### src/rtl/cpu_types_pkg.sv
// Shared CPU control types used by the pipeline control logic.
package cpu_types_pkg;

   // Hazard controller operating state.
   typedef enum logic [1:0] {
      HazRun    = 2'd0,
      HazDrain  = 2'd1,
      HazHalted = 2'd2
   } haz_state_t;

endpackage

### src/rtl/hazard_ctrl.sv
// Pipeline hazard controller: latch enables/flushes, PC enable, halt drain
// sequencing and a saturating stall-cycle counter.
module hazard_ctrl
   import cpu_types_pkg::*;
#(
   parameter int unsigned NSTAGES    = 5,
   parameter int unsigned MEM_STAGE  = 3,
   parameter int unsigned BR_STAGE   = 2,
   parameter int unsigned HALT_STAGE = 1,
   parameter int unsigned REG_W      = 5,
   parameter int unsigned CNT_W      = 16,
   localparam int unsigned NLATCH    = NSTAGES - 1
) (
   input  logic              CLK,
   input  logic              RST,
   input  logic              ihit,
   input  logic              dhit,
   input  logic              dmemREN,
   input  logic              dmemWEN,
   input  logic              mispredict,
   input  logic              jumping,
   input  logic              halt,
   input  logic              ex_memread,
   input  logic [REG_W-1:0]  ex_rd,
   input  logic [REG_W-1:0]  id_rs,
   input  logic [REG_W-1:0]  id_rt,
   output logic              pc_en,
   output logic [NLATCH-1:0] en,
   output logic [NLATCH-1:0] flush,
   output logic              halted,
   output logic [CNT_W-1:0]  stall_count
);

   if (!(BR_STAGE > 0 && BR_STAGE < MEM_STAGE && MEM_STAGE < NSTAGES)) begin : g_bad_stages
      $fatal(1, "hazard_ctrl: need 0 < BR_STAGE < MEM_STAGE < NSTAGES");
   end
   if (!(HALT_STAGE < NSTAGES)) begin : g_bad_halt
      $fatal(1, "hazard_ctrl: need HALT_STAGE < NSTAGES");
   end

   localparam int unsigned DRAIN_W = $clog2(NSTAGES + 1);
   localparam logic [DRAIN_W-1:0] DRAIN_INIT = DRAIN_W'(NSTAGES - 1 - HALT_STAGE);

   // Latches upstream of MEM freeze on a data stall; the latch after MEM gets a bubble
   // (the mask is empty when MEM is the last stage).
   localparam logic [NLATCH-1:0] MEM_HOLD   = NLATCH'((1 << MEM_STAGE) - 1);
   localparam logic [NLATCH-1:0] MEM_BUBBLE = NLATCH'(1 << MEM_STAGE);
   localparam logic [NLATCH-1:0] BR_SQUASH  = NLATCH'((1 << BR_STAGE) - 1);
   localparam logic [NLATCH-1:0] LU_BUBBLE  = NLATCH'(1 << (BR_STAGE - 1));

   haz_state_t         state_q, state_d;
   logic               redir_pend_q, redir_pend_d;
   logic               halt_pend_q, halt_pend_d;
   logic [DRAIN_W-1:0] drain_cnt_q, drain_cnt_d;
   logic [CNT_W-1:0]   stall_cnt_q, stall_cnt_d;

   logic memstall, redirect_now, redirect, loaduse;

   assign memstall     = (dmemREN | dmemWEN) & ~dhit;
   assign redirect_now = mispredict | jumping;
   assign redirect     = redirect_now | redir_pend_q;
   assign loaduse      = ex_memread && (ex_rd != '0) && ((ex_rd == id_rs) || (ex_rd == id_rt));

   // Combinational latch/PC controls from current state and hazard sources.
   always_comb begin
      pc_en = 1'b1;
      en    = '1;
      flush = '0;
      if (RST) begin
         pc_en = 1'b0;
         en    = '0;
         flush = '1;
      end else begin
         unique case (state_q)
            HazHalted: begin
               pc_en = 1'b0;
               en    = '0;
            end
            HazDrain: begin
               pc_en = 1'b0;
               if (memstall) begin
                  en    = ~MEM_HOLD;
                  flush = MEM_BUBBLE;
               end else begin
                  flush = NLATCH'(1);
               end
            end
            default: begin
               if (memstall) begin
                  pc_en = 1'b0;
                  en    = ~MEM_HOLD;
                  flush = MEM_BUBBLE;
               end else if (redirect) begin
                  flush = BR_SQUASH;
               end else if (loaduse) begin
                  pc_en = 1'b0;
                  en[0] = 1'b0;
                  flush = LU_BUBBLE;
               end else if (!ihit) begin
                  pc_en = 1'b0;
                  flush = NLATCH'(1);
               end
            end
         endcase
      end
   end

   // Next-state: FSM, pending flags, drain countdown and stall counter.
   always_comb begin
      state_d      = state_q;
      redir_pend_d = redir_pend_q;
      halt_pend_d  = halt_pend_q;
      drain_cnt_d  = drain_cnt_q;
      stall_cnt_d  = stall_cnt_q;

      if (state_q != HazHalted && !pc_en && stall_cnt_q != '1) begin
         stall_cnt_d = stall_cnt_q + CNT_W'(1);
      end

      unique case (state_q)
         HazHalted: ;
         HazDrain: begin
            // The halt is already committed; any redirect here targets squashed work.
            redir_pend_d = 1'b0;
            halt_pend_d  = 1'b0;
            if (!memstall) begin
               drain_cnt_d = drain_cnt_q - DRAIN_W'(1);
               if (drain_cnt_q <= DRAIN_W'(1)) begin
                  drain_cnt_d = '0;
                  state_d     = HazHalted;
               end
            end
         end
         default: begin
            if (memstall) begin
               if (redirect_now) redir_pend_d = 1'b1;
               if (halt)         halt_pend_d  = 1'b1;
            end else if (redirect) begin
               // A younger halt is wrong-path and is dropped with the redirect.
               redir_pend_d = 1'b0;
               halt_pend_d  = 1'b0;
            end else if (halt || halt_pend_q) begin
               halt_pend_d = 1'b0;
               drain_cnt_d = DRAIN_INIT;
               state_d     = (DRAIN_INIT == '0) ? HazHalted : HazDrain;
            end
         end
      endcase
   end

   // State registers with synchronous reset.
   always_ff @(posedge CLK) begin
      if (RST) begin
         state_q      <= HazRun;
         redir_pend_q <= 1'b0;
         halt_pend_q  <= 1'b0;
         drain_cnt_q  <= '0;
         stall_cnt_q  <= '0;
      end else begin
         state_q      <= state_d;
         redir_pend_q <= redir_pend_d;
         halt_pend_q  <= halt_pend_d;
         drain_cnt_q  <= drain_cnt_d;
         stall_cnt_q  <= stall_cnt_d;
      end
   end

   assign halted      = (state_q == HazHalted) && !RST;
   assign stall_count = stall_cnt_q;

endmodule

### config.mk
export PLATFORM = sky130hd
export DESIGN_NAME = hazard_ctrl
export DESIGN_NICKNAME = d
export VERILOG_FILES = /design/src/rtl/cpu_types_pkg.sv /design/src/rtl/hazard_ctrl.sv
export SDC_FILE = /design/constraint.sdc
export NUM_CORES = 1
export LEC_CHECK = 0
export ABC_AREA = 0
export CAP_MARGIN = 20
export CORE_AREA = 2 2 54 76
export CTS_CLUSTER_DIAMETER = 40
export DETAILED_ROUTE_END_ITERATION = 8
export DIE_AREA = 0 0 56 78
export PLACE_DENSITY = 0.82
export SKIP_CTS_REPAIR_TIMING = 1
export SLEW_MARGIN = 20
export SYNTH_ARGS = -nofsm -noshare
export SYNTH_HDL_FRONTEND = slang
export SYNTH_SLANG_ARGS = --single-unit
### constraint.sdc
create_clock -name CLK -period 1.7 [get_ports CLK]
set_input_delay 0.17 -clock CLK [delete_from_list [all_inputs] [get_ports CLK]]
set_output_delay 0.17 -clock CLK [all_outputs]
set_load 0.05 [all_outputs]
==> impl_metrics.py <==
metrics = {
    "die": {
        "std_cell_rows": 26,
        "fp.dieW_um": 56,
        "dieArea_mm2": 0.004368,
        "initial_core_util_pct": 40.21,
        "core-area_mm2": 0.003643,
        "die_h_um": 78,
        "io_pins": 51,
    },
    "place": {
        "hpwlAfterDp_um": 2881,
        "io_buffer_count": 50,
        "gp_congestion": 0.7763,
        "place_area_mm2": 0.002308,
    },
    "drt": {
        "wirelength_um": 4918,
        "post_drt_wl_per_cell_um": 16.34,
        "viasPerCell": 5.721,
        "vias": 1722,
        "dr.pass1.iters": 4,
        "drc": 0,
        "ant_nets": 0,
        "drt_iter0_drc": 42,
    },
    "yosys": {
        "netlist_area_mm2": 0.001465,
        "syn_area_per_cell_um2": 8.140,
        "ys_types": 43,
        "synthArstFlopShare_pct": 0,
        "synth_seq_area_share_pct": 31.43,
        "ys_warn_count": 0,
        "synth-seq-cells": 23,
        "synth_edf_count": 0,
        "synth_area_leader_cell": "dfxtp_1",
        "syn-instance-count": 180,
        "syn-num-nets": 211,
        "synth.top_cell.area_share_pct": 31.43,
        "netlist_top_cells_area": "dfxtp_1 31%, xor2_1 6.6%, a21oi_1 5.1%",
        "synth-main-ff-cell": "dfxtp_1",
    },
    "clocking": {
        "clock_path_buffers": 2,
        "clk_pin_slew_worst_paths_ns": 0.09,
        "htree_levels": 1,
        "clkLatencyLatePin_ns": 0.28,
        "cts_sinks": 23,
        "root_buffer": "clkbuf_8",
        "cts_made_buffers": 3,
        "cts_tree": "done",
    },
    "critical_path": {
        "worstPathMaxFanout": 8,
        "r2r-end": "stall_count[14]$_SDFFE_PP0P_",
        "required_ns": 1.93,
        "startpoint": "redir_pend_q$_SDFFE_PP0P_",
        "r2r_slack_ns": -0.18,
        "crit_type": "reg -> reg",
        "r2r-start": "redir_pend_q$_SDFFE_PP0P_",
        "critical_path_arrival_ns": 2.11,
        "rr_worst_depth": 7,
        "start_kind": "flip-flop",
        "crit_path_end_kind": "flip-flop",
    },
    "timing": {
        "max_clock_freq_mhz": 530.8,
        "fin_tns_setup_ns": -1.409,
        "fin_crit_sh_pct": 110.8,
        "report.final.slew_viol_count": 0,
        "hold_violations": 0,
        "skew_ns": 0.009792,
        "holdWs_ns": 0.4991,
        "worstMarginPinSlew_ns": 0.5185,
        "setup_ws_ns": -0.1841,
        "rsz0062_at_grt": "yes",
        "setup_viol": 21,
        "slew-limit-headroom_pct": 65.32,
        "period_minus_slack_ns": 1.884,
    },
    "pwr": {
        "vdd_drop_max_mv": 0.4583,
        "swShare_pct": 37.56,
        "internal-power_w": 0.001104,
        "pwr-share-seq_pct": 33.6,
        "combPwrFrac_pct": 45.6,
        "power_density_mw_per_mm2": 678.7,
        "p_leak_nw": 1.077,
        "switching_power_w": 0.0006640,
        "power_frac_clock_pct": 20.8,
    },
    "grt": {
        "grt_pass1_vias": 1499,
        "grt_start_max_net_pins": 26,
        "antenna_found_initial": 0,
        "grt_pass1_wl_um": 6265,
        "grt-ovfl-total": 0,
        "grt_util_all_layers_pct": 17.26,
    },
    "layout": {
        "drive_above_1_share_pct": 40.93,
        "area_growth_pct": 77.80,
        "nFillCells": 240,
        "diodes": 0,
        "mostFrequentLayoutCell": "buf_4",
        "design_area_mm2": 0.002605,
        "final_cell_mix": "24 x buf_4, 21 x clkdlybuf4s50_1, 14 x nor2_1",
        "fin_nets": 291,
    },
    "hold_path": {
        "whs_endpoint": "stall_count[6]$_SDFFE_PP0P_",
        "hold_start": "stall_count[6]$_SDFFE_PP0P_",
        "hold_depth": 2,
        "hold_path_class": "reg -> reg",
    },
    "outcome": {
        "status": "finished, violations left",
        "violations": "negative setup slack",
    },
    "flow_run": {
        "cap_viol_max_count": 0,
    },
}
-- power groups by stage --
stage / logic (W) / clock network, W / registers [W]
floorplan: 0.000345 / 0 / 0.000659
global placement: 0.000688 / 0 / 0.000605
detailed placement: 0.000698 / 0 / 0.000606
finish: 0.000805 / 0.000369 / 0.000594
global route: 0.000854 / 0.000382 / 0.000599
CTS: 0.000702 / 0.000367 / 0.000594
-- sequential cells by signal (all words and copies together), names as in the netlist --
register      count
halt_pend_q       1
state_q           2
stall_count      16
drain_cnt_q       3
redir_pend_q      1
-- cell type report --
class / count / area [um^2] / share of cell area [%]
Multi-Input combinational cell: 142 / 1095 / 42.03
Timing Repair Buffer: 80 / 873.3 / 33.53
Sequential cell: 23 / 498.0 / 19.12
Tap cell: 42 / 52.55 / 2.017
Clock buffer: 3 / 41.29 / 1.585
Inverter: 10 / 37.54 / 1.441
Clock inverter: 1 / 7.507 / 0.2882
-- cell usage after synthesis (all sizes together), types with 2 or more instances --
library cell,n
o211ai,3
nor3,6
a211oi,2
o21ai,17
a221oi,2
or3,11
ha,6
and2,3
or4,3
nor2,17
buf,4
and3,2
o21bai,3
nand3,4
dfxtp,23
nand2,13
or2,2
xor2,11
clkbuf,2
o21a,3
nand4,5
inv,10
a21oi,15
-- kinds of logic (layout without fill, tap and decap cells) --
| kind of cell | Yosys count | count (layout) | synth area share, % |
|---|---|---|---|
| xor gates and xnor gates | 12 | 12 | 7.173 |
| adders and majority gates | 6 | 6 | 5.124 |
| muxes | 1 | 1 | 0.6832 |
| buffers and inverters | 16 | 94 | 5.892 |
| and+or+nand+nor | 72 | 72 | 27.76 |
| DFF | 23 | 23 | 31.43 |
| AOI/OAI and AO/OA | 50 | 51 | 21.95 |
-- how the worst max path moves through the flow --
stage / end / cells past startpoint
finish: stall_count[14]$_SDFFE_PP0P_ / 7
CTS: pc_en / 7
detailed placement: stall_count[9]$_SDFFE_PP0P_ / 8
global route: stall_count[14]$_SDFFE_PP0P_ / 7
floorplan: flush[0] / 5
global placement: stall_count[5]$_SDFFE_PP0P_ / 8
-- per-stage QoR --
stage                     total power (W)  std cells  util (%)  setup slack (ns)
after floorplan                  0.001005        180         -           -0.2753
after global placement           0.001293        287     63.36           -0.6389
after detailed placement         0.001304        287     63.36           -0.7164
after CTS                        0.001664        291     64.70           -0.5875
after global routing             0.001835        301     71.50           -0.2205
final                            0.001768        301     71.50           -0.1841
-- routing by layer --
metal / wire length, um / track usage [%]
met3: 271 / 2.500
met5: 0 / 0
met4: 230 / 7.619
met2: 2595 / 31.76
met1: 1820 / 19.22
-- critical path: stages (launching register included) --
cell     delay [ns]
dfxtp_2        0.35
nor3_4         0.24
buf_4          0.16
nor4b_4        0.22
buf_6          0.18
nor2_4         0.07
or4_4          0.54
nand2_2        0.07
Note: power is estimated with default switching activity, not from simulation.
